<file path="src/rtl/ibex_fetch_req_ctrl.sv">
// Instruction fetch request controller: issues word-aligned bus requests, tracks
// up to NUM_REQS outstanding responses and forwards non-discarded ones to the FIFO.
module ibex_fetch_req_ctrl #(
  parameter int unsigned NUM_REQS = 2
) (
  input  logic                clk_i,
  input  logic                rst_ni,
  input  logic                req_i,
  input  logic                branch_i,
  input  logic [31:0]         addr_i,
  input  logic [NUM_REQS-1:0] fifo_busy_i,
  output logic                fifo_clear_o,
  output logic                fifo_valid_o,
  output logic [31:0]         fifo_addr_o,
  output logic [31:0]         fifo_rdata_o,
  output logic                fifo_err_o,
  output logic                instr_req_o,
  input  logic                instr_gnt_i,
  output logic [31:0]         instr_addr_o,
  input  logic                instr_rvalid_i,
  input  logic [31:0]         instr_rdata_i,
  input  logic                instr_err_i,
  output logic                busy_o
);

  logic [NUM_REQS-1:0] outstanding_q, outstanding_d;
  logic [NUM_REQS-1:0] discard_q, discard_d;
  logic                valid_req_q, valid_req_d;
  logic [31:2]         stored_addr_q, stored_addr_d;
  logic [31:2]         fetch_addr_q, fetch_addr_d;

  logic [NUM_REQS-1:0] outstanding_rev;
  logic [NUM_REQS-1:0] out_shift, disc_shift, new_slot;
  logic                fifo_ready, valid_new_req, gnt;

  always_comb begin
    outstanding_rev = '0;
    for (int unsigned i = 0; i < NUM_REQS; i++) begin
      outstanding_rev[i] = outstanding_q[NUM_REQS-1-i];
    end
  end

  assign fifo_ready    = ~&(fifo_busy_i | outstanding_rev);
  assign valid_new_req = req_i & (fifo_ready | branch_i) & ~outstanding_q[NUM_REQS-1];
  assign instr_req_o   = valid_req_q | valid_new_req;
  assign gnt           = instr_req_o & instr_gnt_i;

  always_comb begin
    instr_addr_o = {fetch_addr_q, 2'b00};
    if (branch_i) begin
      instr_addr_o = {addr_i[31:2], 2'b00};
    end else if (valid_req_q) begin
      instr_addr_o = {stored_addr_q, 2'b00};
    end
  end

  always_comb begin
    valid_req_d   = instr_req_o & ~instr_gnt_i;
    stored_addr_d = stored_addr_q;
    if (instr_req_o & ~instr_gnt_i & (branch_i | ~valid_req_q)) begin
      stored_addr_d = instr_addr_o[31:2];
    end

    fetch_addr_d = fetch_addr_q;
    if (branch_i) begin
      fetch_addr_d = addr_i[31:2] + {29'b0, gnt};
    end else if (gnt & ~valid_req_q) begin
      fetch_addr_d = fetch_addr_q + 30'd1;
    end else if (gnt) begin
      fetch_addr_d = stored_addr_q + 30'd1;
    end
  end

  // Thermometer tracking: a response retires slot 0, a grant fills the lowest
  // free slot after that shift, so a same-cycle rvalid+grant keeps the count.
  always_comb begin
    out_shift  = instr_rvalid_i ? (outstanding_q >> 1) : outstanding_q;
    disc_shift = instr_rvalid_i ? (discard_q >> 1) : discard_q;
    new_slot   = ~out_shift & (out_shift + NUM_REQS'(1));

    outstanding_d = out_shift | (gnt ? new_slot : '0);
    discard_d     = disc_shift;
    if (branch_i) begin
      discard_d = disc_shift | out_shift;
    end
    if (gnt) begin
      discard_d = discard_d & ~new_slot;
    end
  end

  always_ff @(posedge clk_i or negedge rst_ni) begin
    if (!rst_ni) begin
      outstanding_q <= '0;
      discard_q     <= '0;
      valid_req_q   <= 1'b0;
      stored_addr_q <= '0;
      fetch_addr_q  <= '0;
    end else begin
      outstanding_q <= outstanding_d;
      discard_q     <= discard_d;
      valid_req_q   <= valid_req_d;
      stored_addr_q <= stored_addr_d;
      fetch_addr_q  <= fetch_addr_d;
    end
  end

  assign fifo_clear_o = branch_i;
  assign fifo_addr_o  = addr_i;
  assign fifo_valid_o = instr_rvalid_i & ~discard_q[0];
  assign fifo_rdata_o = instr_rdata_i;
  assign fifo_err_o   = instr_err_i;
  assign busy_o       = (|outstanding_q) | instr_req_o;

endmodule

</file>
<file path="config.mk">
export PLATFORM = sky130hd
export DESIGN_NAME = ibex_fetch_req_ctrl
export DESIGN_NICKNAME = d
export VERILOG_FILES = /design/src/rtl/ibex_fetch_req_ctrl.sv
export SDC_FILE = /design/constraint.sdc
export NUM_CORES = 1
export LEC_CHECK = 0
export CAP_MARGIN = 20
export CORE_MARGIN = 3
export CORE_UTILIZATION = 40
export CTS_CLUSTER_DIAMETER = 50
export DETAILED_ROUTE_END_ITERATION = 10
export PLACE_DENSITY = 0.8
export REMOVE_ABC_BUFFERS = 1
export SLEW_MARGIN = 0
export SYNTH_ARGS = -nofsm -noshare
export SYNTH_HDL_FRONTEND = slang
export SYNTH_SLANG_ARGS = --single-unit
</file>
<file path="constraint.sdc">
create_clock -name clk_i -period 6.3 [get_ports clk_i]
set_input_delay 1.26 -clock clk_i [delete_from_list [all_inputs] [get_ports clk_i]]
set_output_delay 1.26 -clock clk_i [all_outputs]
set_load 0.005 [all_outputs]
</file>
==> results of run 1 <==
stage by stage:
step / hold WS [ns] / area [um^2] / setup WS, ns / cells
5_1_grt: 0.571 / 6720 / 1.24 / 876
3_3_place_gp: 0.527 / 6410 / 1.36 / 860
3_5_place_dp: 0.533 / 6410 / 1.27 / 860
6_report: 0.546 / 6720 / 1.50 / 876
4_1_cts: 0.540 / 6720 / 1.59 / 876
2_1_floorplan: 0.503 / 5140 / 1.52 / 574
cells in the final DEF (no fill, tap or decap), drive strengths merged, types with 6 or more instances in the layout:
cell,instances
a211oi,6
xor2,28
xnor2,23
a22oi,11
nand3,30
nand2,90
and3,13
nand4,21
nor2,22
mux2i,52
mux2,30
a21oi,31
buf,7
nor3,8
and4,12
dfrtp,65
clkdlybuf4s50,99
o21ai,51
clkbuf,14
state kept, by name, indices dropped and copies added, names as in the netlist:
signal / flops
discard_q: 2
outstanding_q: 2
fetch_addr_q: 30
valid_req_q: 1
stored_addr_q: 30
worst reg2reg max path: cells and delay by family (launching register included):
| kind | cells | cell delay (ns) |
|---|---|---|
| buf+inv | 1 | 0.52 |
| simple gates | 5 | 1.47 |
| compound gates | 1 | 0.18 |
| fa+ha+maj | 2 | 0.54 |
| flops | 1 | 1.08 |
| xor+xnor | 1 | 0.17 |
layer usage:
layer  routed length [um]  share of wire  vias up  track usage
met5                   42         0.0024        -       0.0217
met3                 1960           0.11       20       0.0880
met1                 7740           0.44     2425        0.304
met4                  232          0.013        2       0.0530
li1                     -              -     2416            -
met2                 7580           0.43      242        0.306
power by group:
group | switching (mW) | internal (mW) | leakage (nW) | total (mW)
logic | 0.282 | 0.334 | 1.68 | 0.616
registers | 0.187 | 0.533 | 0.775 | 0.720
clock network | 0.185 | 0.338 | 0.153 | 0.523
total | 0.654 | 1.20 | 2.61 | 1.86
how the worst max path moves through the flow:
stage                        start                to  slack (ns)  cells after the start
floorplan           fifo_busy_i[1]  fetch_addr_q[10]        1.52                     12
global placement    fifo_busy_i[1]  fetch_addr_q[20]        1.36                     14
detailed placement  fifo_busy_i[1]  fetch_addr_q[24]        1.27                     13
CTS                 fifo_busy_i[1]  fetch_addr_q[24]        1.59                     13
global route        fifo_busy_i[1]  fetch_addr_q[24]        1.24                     13
finish              fifo_busy_i[1]  fetch_addr_q[24]        1.50                     13
layout make-up:
cell class                 count  area [um^2]
clock inverter                 2         35.0
clock buffer                  14          274
multi-input combinational    504         3500
fill                        1304         7320
timing repair buffer         106         1040
tap                          180          225
sequential                    65         1630
inverter                       5         18.8
cell families after synthesis:
family          Yosys count  share of synthesized area
mux                      82                      0.147
flops                    65                      0.279
other cells               1                   0.000643
compound gates          143                      0.168
simple gates            223                      0.200
xor+xnor                 51                     0.0766
fa+ha+maj                 3                    0.00644
buf+inv                 112                      0.122
==> metrics.txt, run 1 <==
Starting DRT DRC Count=570; pin count of the biggest net entering global routing=72; share of layout cells above drive strength 1=0.108; Post-Syn Area per Cell=8.57 um^2; Worst-path clk slew=0.06 ns; Routed Antenna Nets=0; post-route minimum period=4.80 ns; area grow syn2layout=15.3%; Final Wtd Congestion=0.885; flops & latches, synth=65; first-pass GRT wire length=28000 um; WP buf/inv=2; sequential share of the synthesized area=0.279; Leak=2.61 nW; Pre-antenna DRT Iters=5; total CTS buffers=9; critical path endpoint category=flop; Final Max Slew Viols=0; DR WL/cell=20.0 um; RR Endpoint=fetch_addr_q[24]; clk buf depth=2; Die Span Y=127 um; asr flop ratio synth=1.00; Setup violations, final=0; Hold Crit Start=discard_q[1]; share of the synthesized area in the top cell type=0.279; row cnt=43; WHS Endpoint=discard_q[1]; number of global-route vias before repair=4962; hold crit path type=reg2reg; core area=14000 um^2; via count=5105; CP max-delay cell=inv_2; H-tree levels=3; max frequency=208 MHz; setup TNS=0 ns; worst path required time=6.55 ns; post-cts sizing count=0; DR vias/cell=5.83; Final HPWL DP=12400 um; crit-path max FO=25; clk_lat worst skew=0.34 ns; Critical Path AT=5.06 ns; Root Driver=clkbuf_16; Max stage delay on crit path=0.52 ns; Post-synth EDFFs=0; drt drc=0; Worst Tran Pin Value=1.08 ns; die area=16100 um^2; Hold Buf Count CTS=0; top post-synthesis cells by count=89 x nand2_1, 72 x buf_4, 65 x dfrtp_1; RSZ-0062 raised after global routing=false; clock sink total=65; Core Util, Final=0.479; Crit Path Class=in2reg; distinct cell type count after synthesis=69; cell area after synthesis=5830 um^2; WL final=17500 um; Worst R2R Setup Slack=2.25 ns; Top Ports=174; fin crit share=0.762; largest cells by area after synthesis=dfrtp_1 28%, buf_4 9.3%, mux2i_1 8.9%; Post-Synthesis Cells=680; maximum VDD drop=0.114 mV; TritonCTS clock tree=built; FF-to-FF Start=valid_req_q; pwr dens=276 nW/um^2; grt ovf=0; Main synth FF type=dfrtp_1; PortBufs=101; Hold Fails Final Rpt=0; Critical Path, Cell by Cell=clkdlybuf4s50_1 > nor2_1 > o211a_1 > or2_1 > nand2_2 > inv_2 > ha_1 > ha_1 > nand4_1 > nor2_1 > nand4_1 > xor2_1 > a22oi_1; total power=1.86 mW; total of max-cap violations=0; postcts setup bufs=0; most frequent cell after synthesis=nand2_1; dominant cell type by area after synthesis=dfrtp_1; YS warnings=0; die width=127 um; Ant. Diodes=0; Max Clock Skew=0.00794 ns; startpoint type of the worst setup path=input pin; gr usage total=0.216; Hold Path Stages=2; CP delay by family, top=simple AND/OR/NAND/NOR gates; status=finished, final reports clean; Relative slew margins=0.279; initial antenna violation count=0; initial core utilization=0.415; NumNets Final=767; R2R depth=10
Power figures use the tool's default switching activity.
==> run 2, diff against run 1 <==
- PLACE_DENSITY: 0.8 -> 0.82
- clock period: 6.3 -> 3.9 ns (I/O delays scaled with it)
==> run 2 against run 1 <==
  * Via count is 3.5% higher
  * Worst setup slack got worse by 1.1 ns
  * Sequential power is 60% higher
  * Clock skew down 0.0014 ns
  * Final cell count grew 1.1%
  * Utilization grew 0.62 points
==> metrics.txt, run 2 (synthesis results as in run 1) <==
area grow syn2layout=16.8%; total CTS buffers=9 (unchanged); die width=127 um (unchanged); Hold Fails Final Rpt=0 (unchanged); Final Wtd Congestion=0.890 (+0.60%); Multi-input gate area=3500 um^2 (unchanged); Die Span Y=127 um (unchanged); DR vias/cell=5.96 (+2.3%); Relative slew margins=0.432 (+0.153); Pre-antenna DRT Iters=6 (+1); Final HPWL DP=12500 um (+0.78%); Setup violations, final=0 (unchanged); Critical Path AT=2.69 ns (-2.37 ns); share of layout cells above drive strength 1=0.120 (+0.0126); CP dominant cell by count=clkdlybuf4s50_1; Hold Buf Count CTS=0 (unchanged); maximum VDD drop=0.230 mV (+100%); hold_ws=0.354 ns (-0.192 ns); fin crit share=0.890; minimum setup slack after placement=0.155 ns (-1.11 ns); Worst-path clk slew=0.05 ns (about the same); max frequency=288 MHz; gr usage total=0.220 (+0.00393); drt drc=0 (unchanged); core area=14000 um^2 (unchanged); RR Endpoint=fetch_addr_q[30]; WP buf/inv=2 (unchanged); post-cts sizing count=0 (unchanged); post-route minimum period=3.47 ns; clk_lat worst skew=0.35 ns (about the same); CP max-delay cell=clkdlybuf4s50_1; pwr dens=446 nW/um^2 (+61%); most frequent cells in the layout=99 x clkdlybuf4s50_1, 89 x nand2_1, 64 x dfrtp_1; top flop regs=fetch_addr_q (30), stored_addr_q (30); Routed Antenna Nets=0 (unchanged); GR Util met2=0.314 (+0.00747); critical path endpoint category=output port; crit-path max FO=4 (-84%); DR WL/cell=20.0 um (-0.26%); register area=1630 um^2 (unchanged); Ant. Diodes=0 (unchanged); initial antenna violation count=0 (unchanged); NumNets Final=777 (+1.3%); FF-to-FF Start=valid_req_q; Final Max Slew Viols=0 (unchanged); final worst slack=0.430 ns (-1.07 ns); WL final=17700 um (+0.88%); pin count of the biggest net entering global routing=121 (+68%); RSZ-0062 raised after global routing=false; most common cell after layout, fill and taps aside=clkdlybuf4s50_1; total of max-cap violations=0 (unchanged); startpoint type of the worst setup path=input pin; met3 Track Usage GR=0.0922 (+0.00421); H-tree levels=3 (unchanged); number of global-route vias before repair=5205 (+4.9%); postcts setup bufs=0 (unchanged); Top Ports=174 (unchanged); Root Driver=clkbuf_16; worst path required time=3.12 ns (-3.43 ns); clk buf depth=2 (unchanged); R2R depth=12 (+2); Worst R2R Setup Slack=0.84 ns (-1.41 ns); initial core utilization=0.415 (unchanged); Leak=2.66 nW (+2.1%); Worst Tran Pin Value=0.851 ns (-0.229 ns); Starting DRT DRC Count=501 (-12%); row cnt=43 (unchanged); Crit Path Class=in2out; via count=5282 (+3.5%); status=finished, final reports clean; filler instances=1290 (-1.1%); grt ovf=0 (unchanged); GR peak layer=met2; first-pass GRT wire length=28300 um (+1.2%); die area=16100 um^2 (unchanged); Max Clock Skew=0.00650 ns (-0.00144 ns); Max stage delay on crit path=0.52 ns (about the same); TritonCTS clock tree=built; hold crit path type=in2async; clock sink total=65 (unchanged); grt met1 use=0.306 (+0.00134); PortBufs=101 (unchanged); Critical Path, Cell by Cell=clkdlybuf4s50_1 > nand2b_4 > o211a_1 > or2_1 > or3_1 > clkdlybuf4s50_1; CP delay by family, top=buffers and inverters
-- run 2: cell types whose count changed in the layout (fill, tap and decap cells not counted) --
cell	delta
buf_4	+9
buf_12	+1
-- run 2: cell type report --
class | instances | share of cell area
clock buffers | 14 | 0.0402
repair buffers | 116 | 0.166
clock inverters | 2 | 0.00515
multi-input cells | 504 | 0.514
flip-flops and latches | 65 | 0.239
inverters | 5 | 0.00276
well taps | 180 | 0.0331
-- run 2: how the worst max path moves through the flow --
| stage | from | to | cells after the start |
|---|---|---|---|
| floorplan | valid_req_q | fetch_addr_q[10] | 12 |
| global placement | fifo_busy_i[1] | fetch_addr_q[20] | 13 |
| detailed placement | fifo_busy_i[1] | fetch_addr_q[26] | 13 |
| CTS | fifo_busy_i[0] | busy_o | 6 |
| global route | fifo_busy_i[1] | fetch_addr_q[26] | 13 |
| finish | fifo_busy_i[0] | busy_o | 6 |
-- run 2: routing by layer --
| layer | vias up | routed length [um] |
|---|---|---|
| li1 | 2434 | - |
| met1 | 2537 | 7990 |
| met2 | 287 | 7530 |
| met3 | 24 | 1940 |
| met4 | 0 | 240 |
| met5 | - | 0 |
-- run 2: power by group --
| group | switching, mW | leakage (nW) | internal (mW) |
|---|---|---|---|
| clock | 0.308 | 0.153 | 0.547 |
| combinational | 0.477 | 1.73 | 0.552 |
| sequential | 0.294 | 0.775 | 0.860 |
| total | 1.08 | 2.66 | 1.96 |
-- run 2: per-stage QoR --
stage,instances,util,area (um^2),setup TNS [ns],power (mW)
global placement,870,0.463,6500,0,2.14
CTS,886,0.485,6810,0,3.04
floorplan,574,-,5140,-5.68,1.70
finish,886,0.485,6810,0,3.04
global route,886,0.485,6810,0,3.22
detailed placement,870,0.463,6500,0,2.17
==> run 3, diff against run 2 <==
- ABC_CLOCK_PERIOD_IN_PS: not set -> 3900
- CORE_UTILIZATION: 40 -> 25
- PLACE_DENSITY: 0.82 -> 0.6
==> run 3 against run 2 <==
  * Fmax fell by 0.50%
  * Worst setup slack worse by 0.017 ns
  * First-iteration DRC count decreased by 27%
  * Critical endpoint unchanged
  * Largest power group unchanged
==> metrics.txt, run 3 (synthesis results as in run 1) <==
switch share=0.362 (+0.00725); via count=5189 (-1.8%); Worst Tran Pin Value=0.754 ns (-0.0970 ns); hold crit path type=in2async; Area after DPL=6690 um^2 (+2.9%); most frequent cells in the layout=99 x clkdlybuf4s50_1, 89 x nand2_1, 64 x dfrtp_1; Ant. Diodes=0 (unchanged); WL final=19100 um (+7.8%); R2R depth=12 (unchanged); cell area after layout=6950 um^2 (+2.1%); Root Driver=clkbuf_16; Setup violations, final=0 (unchanged); fin crit share=0.894 (+0.00445); area grow syn2layout=19.2%; Die Span Y=159 um (+25%); drt drc=0 (unchanged); most common cell after layout, fill and taps aside=clkdlybuf4s50_1; die width=159 um (+25%); number of global-route vias before repair=4987 (-4.2%); DR vias/cell=5.10 (-14%); max frequency=287 MHz (-0.50%); top flop regs=fetch_addr_q (30), stored_addr_q (30); total CTS buffers=9 (unchanged); Max Clock Skew=0.00801 ns (+0.00151 ns); grt ovf=0 (unchanged); initial antenna violation count=0 (unchanged); Core Util, Final=0.305 (-0.180); total of max-cap violations=0 (unchanged); critical path endpoint category=output port; gr usage total=0.146 (-0.0739); Pre-antenna DRT Iters=4 (-2); Final HPWL DP=13600 um (+8.8%); clock sink total=65 (unchanged); core area=22800 um^2 (+62%); clock share of power=0.256 (-0.025); setup TNS=0 ns (unchanged); Logic pwr share=0.352 (+0.013); PortBufs=101 (unchanged); clk_lat worst skew=0.34 ns (about the same); RSZ-0062 raised after global routing=false; crit-path max FO=4 (unchanged); Final Wtd Congestion=0.834 (-6.4%); worst path required time=3.12 ns (about the same); DR WL/cell=18.7 um (-6.2%); Top Ports=174 (unchanged); initial core utilization=0.256 (-0.159); row cnt=55 (+28%); postcts setup bufs=0 (unchanged); Relative slew margins=0.497 (+0.0647); Final Max Slew Viols=0 (unchanged); H-tree levels=3 (unchanged); startpoint type of the worst setup path=input pin; Leak=2.65 nW (-0.53%); die area=25200 um^2 (+57%); Crit Path Class=in2out; TritonCTS clock tree=built; Seq pwr share=0.392 (+0.012); Worst R2R Setup Slack=0.80 ns (-0.04 ns); Worst-path clk slew=0.06 ns (about the same); status=finished, final reports clean; Routed Antenna Nets=0 (unchanged); NumNets Final=778 (+0.13%); post-cts sizing count=0 (unchanged); share of layout cells above drive strength 1=0.118 (-0.00267); Critical Path AT=2.71 ns (+0.02 ns); Hold Buf Count CTS=0 (unchanged); Hold Fails Final Rpt=0 (unchanged); post-route minimum period=3.49 ns (+0.0174 ns); pin count of the biggest net entering global routing=106 (-12%); maximum VDD drop=0.219 mV (-4.7%); clk buf depth=2 (unchanged); first-pass GRT wire length=29900 um (+5.6%); pwr dens=423 nW/um^2 (-5.2%); RR Endpoint=fetch_addr_q[20]; FF-to-FF Start=valid_req_q; Net Sw Power=1.07 mW (-1.3%); Starting DRT DRC Count=364 (-27%); Int Power=1.87 mW (-4.3%)
==> run 3: cell count changes in the layout (fill, tap and decap cells not counted), sizes merged <==
cell	previous run	this run
clkinv	1	0
bufinv	1	0
buf	17	18
==> run 3: critical path, stage by stage <==
cell and delay [ns]:
clkdlybuf4s50_1 0.52, nand2b_4 0.09, o211a_1 0.27, or2_1 0.27, or3_1 0.32, clkdlybuf4s50_1 0.46
==> run 3: worst max-delay path by stage <==
stage | startpoint | endpoint | slack (ns)
CTS | fifo_busy_i[0] | busy_o | 0.40
finish | fifo_busy_i[0] | busy_o | 0.41
floorplan | valid_req_q | fetch_addr_q[10] | -0.64
global placement | fifo_busy_i[1] | fetch_addr_q[20] | 0.19
global route | fifo_busy_i[1] | fetch_addr_q[10] | 0.24
detailed placement | fifo_busy_i[1] | fetch_addr_q[20] | 0.14
==> run 3: power by group through the flow <==
stage | Clock (mW) | Combinational [mW] | Sequential [mW]
floorplan | 0 | 0.641 | 1.06
global placement | 0 | 1.03 | 1.15
detailed placement | 0 | 1.04 | 1.16
CTS | 0.769 | 1.05 | 1.14
global route | 0.797 | 1.15 | 1.19
finish | 0.752 | 1.04 | 1.15
==> run 3: area by class of cell <==
class	count	area, um^2
Fill cell	2403	15800
Multi-Input combinational cell	504	3500
Sequential cell	65	1630
Timing Repair Buffer	117	1150
Tap cell	313	392
Clock buffer	14	264
Inverter	5	18.8
==> run 3: routing by layer <==
layer  share of wire  global-route usage  wire [um]  vias up
li1                -                   -          -     2435
met1            0.46               0.202       8760     2518
met2            0.44               0.218       8410      218
met3           0.090              0.0579       1710       16
met4          0.0089              0.0235        170        2
met5          0.0015              0.0158         28        -
==> run 3: metrics by stage <==
step | worst slack, ns | total power [mW] | std cells | hold WS [ns]
after detailed placement | 0.138 | 2.20 | 1004 | 0.536
after floorplan | -0.641 | 1.70 | 574 | 0.484
after global routing | 0.236 | 3.13 | 1018 | 0.561
final | 0.413 | 2.94 | 1018 | 0.506
after global placement | 0.191 | 2.17 | 1004 | 0.531
after CTS | 0.403 | 2.96 | 1018 | 0.529
==> RTL edit 1: new RTL, flow settings as in run 2 <==
Set the parameter `NUM_REQS` to 4 (it was 2).
--- a/src/rtl/ibex_fetch_req_ctrl.sv
+++ b/src/rtl/ibex_fetch_req_ctrl.sv
@@ -2,5 +2,5 @@
 // up to NUM_REQS outstanding responses and forwards non-discarded ones to the FIFO.
 module ibex_fetch_req_ctrl #(
-  parameter int unsigned NUM_REQS = 2
+  parameter int unsigned NUM_REQS = 4
 ) (
   input  logic                clk_i,
Ports: changed (resized fifo_busy_i); port bits go from 174 to 176. No check against the original RTL was run, so the function may have changed too.
==> RTL edit 1 against run 2 <==
Non-clock buffer count grew 10. Sequential cell count is 4 higher. Synthesized cell count up 9.9%. First-iteration DRC count grew 23%. Design area is 5.1% higher. Area after synthesis rose by 5.4%. Global-route usage shrank 0.097 points. Maximum frequency shrank 2.4%. Setup slack worse by 0.084 ns. Wire length up 6.3%. Critical path type is now input pin to flip-flop. Power shrank 9.4%. Critical path depth increased by 8.
==> RTL edit 1: results (changes against run 2) <==
hpwl_mm: 13.8  # +10%
max_stage_delay_ns: 0.42  # -0.10 ns
final.fill_count: 1383  # +7.2%
netSwitchingPower_w: 0.000969  # -10%
drtIter0Drc: 615  # +23%
outcome: "complete, no violations"
netlist_instances: 747  # +9.9%
rrSetupSlack_ns: 0.66  # -0.18 ns
final_net_count: 852  # +9.7%
crit_end: "fetch_addr_q[30]"
globalplace.congestion: 0.960  # +7.9%
grt_max_degree: 109  # -9.9%
firstDrtPassIters: 5  # -1
crit_slowest_cell: "o22ai_1"
cp_max_fo: 5  # +1
grt_pass1_wl_mm: 29.3  # +3.6%
grt_pass1_vias: 5392  # +3.6%
ys_seq_area_frac: 0.281  # +0.00209
io_buffers: 103  # +2.0%
ys_top_cells_by_area: "dfrtp_1 (28%), mux2i_1 (8.3%), buf_4 (8.3%)"
drive_above_1_share: 0.121  # +0.000271
synth_top_cells_by_count: "nand2_1 (85), dfrtp_1 (69), buf_4 (68)"
fin_skew_ns: 0.00718  # +0.000680 ns
viasPerCell: 5.99  # +0.42%
routedWlPerCell_um: 19.5  # -2.2%
synthDistinctLibCells: 67  # -2.9%
==> RTL edit 1: changes by cell type after synthesis, sizes merged, moves of 11 or more <==
cell / change
nor2: +22
nand4: +12
nor3: +12
nor4: +11
==> RTL edit 1: worst min-delay path by stage <==
stage                           start  cells after the start  slack, ns           endpoint
floorplan                      rst_ni                      0       0.48       discard_q[0]
global placement    stored_addr_q[31]                      1       0.53  stored_addr_q[31]
detailed placement  stored_addr_q[31]                      1       0.54  stored_addr_q[31]
CTS                            rst_ni                      1       0.51   stored_addr_q[9]
global route                   rst_ni                      1       0.55   stored_addr_q[8]
finish                         rst_ni                      1       0.50   stored_addr_q[8]
==> RTL edit 1: layout make-up <==
cell class / count / share of cell area
Inverter: 13 / 0.00682
Multi-Input combinational cell: 555 / 0.512
Clock inverter: 4 / 0.00315
Sequential cell: 69 / 0.241
Clock buffer: 12 / 0.0358
Tap cell: 184 / 0.0322
Timing Repair Buffer: 126 / 0.169
==> RTL edit 1: cells by family (layout without fill, tap and decap cells) <==
group                      count (synthesis)  count (layout)  share of synthesized area
AOI/OAI and AO/OA                        147             147                      0.154
xor gates and xnor gates                  43              43                     0.0613
adders and majority gates                  3               3                    0.00611
buffers and inverters                    124             155                      0.123
DFF                                       69              69                      0.281
muxes                                     86              86                      0.149
other                                      1               2                   0.000610
and+or+nand+nor                          274             274                      0.224
==> RTL edit 1: routing by layer <==
layer | global-route usage | part of all wire
met1 | 0.309 | 0.44
met3 | 0.0708 | 0.11
met5 | 0.0147 | 0.0019
met4 | 0.0630 | 0.019
met2 | 0.322 | 0.44
==> RTL edit 1: stage by stage <==
step | setup slack (ns) | hold WS [ns] | cell area [um2] | cells
2_1_floorplan | -0.145 | 0.484 | 5440 | 637
3_3_place_gp | 0.152 | 0.529 | 6880 | 947
3_5_place_dp | 0.0781 | 0.538 | 6880 | 947
4_1_cts | 0.373 | 0.515 | 7160 | 963
5_1_grt | 0.161 | 0.547 | 7160 | 963
6_report | 0.346 | 0.499 | 7160 | 963
==> RTL edit 1: worst reg2reg max path: cells and delay by family, from the launching register on <==
kind	cells	cell delay, ns
xor gates and xnor gates	1	0.09
and+or+nand+nor	4	0.75
buffers and inverters	3	0.75
DFF	1	0.70
AOI/OAI and AO/OA	2	0.42
adders and majority gates	2	0.40
==> RTL edit 1: power by group through the flow <==
stage                     Combinational, W  Clock (W)  Sequential (W)
after floorplan                   0.000517          0         0.00104
after global placement            0.000842          0         0.00112
after detailed placement          0.000859          0         0.00112
after CTS                         0.000866   0.000780         0.00111
after global routing              0.000956   0.000813         0.00115
final                             0.000864   0.000768         0.00112
==> RTL edit 2: new RTL, settings of run 2 <==
Made on the original files. Register the output `fifo_err_o`, without a reset; this adds one clock of latency there. The other outputs are not delayed to match.
--- a/src/rtl/ibex_fetch_req_ctrl.sv
+++ b/src/rtl/ibex_fetch_req_ctrl.sv
@@ -109,5 +109,7 @@
   assign fifo_valid_o = instr_rvalid_i & ~discard_q[0];
   assign fifo_rdata_o = instr_rdata_i;
-  assign fifo_err_o   = instr_err_i;
+  always_ff @(posedge clk_i) begin
+    fifo_err_o <= instr_err_i;
+  end
   assign busy_o       = (|outstanding_q) | instr_req_o;
 
Check against the original RTL: not equivalent (Yosys sat finds a counterexample within 4 cycles, from zero or initial values and one cycle with rst_ni low).
==> RTL edit 2 against run 2 <==
Cell count increased by 0.34%. Power rose by 0.37%. Setup slack worse by 0.017 ns. Design area increased by 0.72%. Count of clock-buffer cells in the layout decreased by 3. Sequential cell count rose by 1. Wire length is 1.8% higher. Area after synthesis increased by 0.21%. Largest cell class unchanged.
==> RTL edit 2: results (changes against run 2) <==
grt_use_met3: 0.0745  # -0.0177
pre_cts_ws_ns: 0.126  # -0.0293 ns
placed_cell_area_mm2: 0.00655  # +0.81%
netlist_instances: 680  # unchanged
globalplace.congestion: 0.958  # +7.6%
grt_max_degree: 121  # unchanged
final_net_count: 780  # +0.39%
yosys_warnings: 0  # unchanged
max_stage_delay_ns: 0.42  # -0.10 ns
ys_seq_area_frac: 0.282  # +0.00283
holdCritPathClass: "input pin to async pin"
fin_skew_ns: 0.0108  # +0.00425 ns
drtIter0Drc: 555  # +11%
synthXorXnorAreaFrac: 0.0764  # -0.000164
grt_pass1_wl_mm: 28.9  # +2.2%
detailroute.wirelength.met3_mm: 2.01  # +3.7%
via_count: 5385  # +2.0%
hpwl_mm: 12.8  # +2.5%
synth-adder-area-share: 0.00642  # -0.0000138
final.fill_count: 1335  # +3.5%
stdcell_count: 889  # +0.34%
track_usage: 0.225  # +0.00452
synth_top_cells_by_count: "nand2_1 (89), buf_4 (71), dfrtp_1 (65)"
highest_layer: "met5"
slew_headroom: 0.547  # +0.115
h-tree-depth: 3  # unchanged
wl_met1_mm: 7.81  # -2.3%
wl_mm: 18.0  # +1.8%
cp_top_family: "compound AO/OA/AOI/OAI gates"
synthDistinctLibCells: 70  # +1.4%
muxShareOfSynthArea: 0.147  # -0.000315
drive_above_1_share: 0.123  # +0.00231
crit_path_start: "fifo_busy_i[1]"
cts_buffer_depth: 2  # unchanged
p_leak_nw: 2.68  # +0.74%
synth_compound_area_frac: 0.167  # -0.000359
cp_max_fo: 9  # +5
ys_async_sr_fraction: 0.985  # -0.0152
io_buffers: 103  # +2.0%
reg.largest.list: "fetch_addr_q: 30 flops, stored_addr_q: 30 flops"
antenna_found_initial: 0  # unchanged
cts_made_buffers: 9  # unchanged
dp.cells: 873  # +0.34%
rrSetupSlack_ns: 0.79  # -0.05 ns
wl_met2_mm: 7.85  # +4.3%
arrival_ns: 3.72  # +1.03 ns
n_antenna_cell: 0  # unchanged
clk_pin_slew_ns: 0.06
grt_use_met1: 0.310  # +0.00459
ys_top_cells_by_area: "dfrtp_1 (28%), buf_4 (9.1%), mux2i_1 (8.9%)"
grt_pass1_vias: 5283  # +1.5%
firstDrtPassIters: 5  # -1
outcome: "complete, no violations"
ir_drop_uv: 226  # -1.9%
finalWorstSetupSlack_ns: 0.414  # -0.0165 ns
crit_end: "fetch_addr_q[22]"
grt_use_met2: 0.334  # +0.0199
-- RTL edit 2: where the power goes --
group	leakage, nW	internal (W)	switching, W
clock network	0.151	0.000526	0.000318
registers	0.784	0.000871	0.000293
logic	1.75	0.000557	0.000484
total	2.68	0.00195	0.00110
-- RTL edit 2: how the worst min path moves through the flow --
stage / endpoint / slack, ns
final: stored_addr_q[23] / 0.47
after global routing: stored_addr_q[23] / 0.51
after CTS: fetch_addr_q[15] / 0.50
after detailed placement: discard_q[1] / 0.54
after global placement: discard_q[1] / 0.53
after floorplan: discard_q[0] / 0.48
-- RTL edit 2: cell type report --
type | instances | share of cell area
Inverter | 5 | 0.00274
Timing Repair Buffer | 118 | 0.169
Sequential cell | 66 | 0.240
Multi-Input combinational cell | 504 | 0.510
Tap cell | 180 | 0.0328
Clock buffer | 11 | 0.0369
Clock inverter | 5 | 0.00766
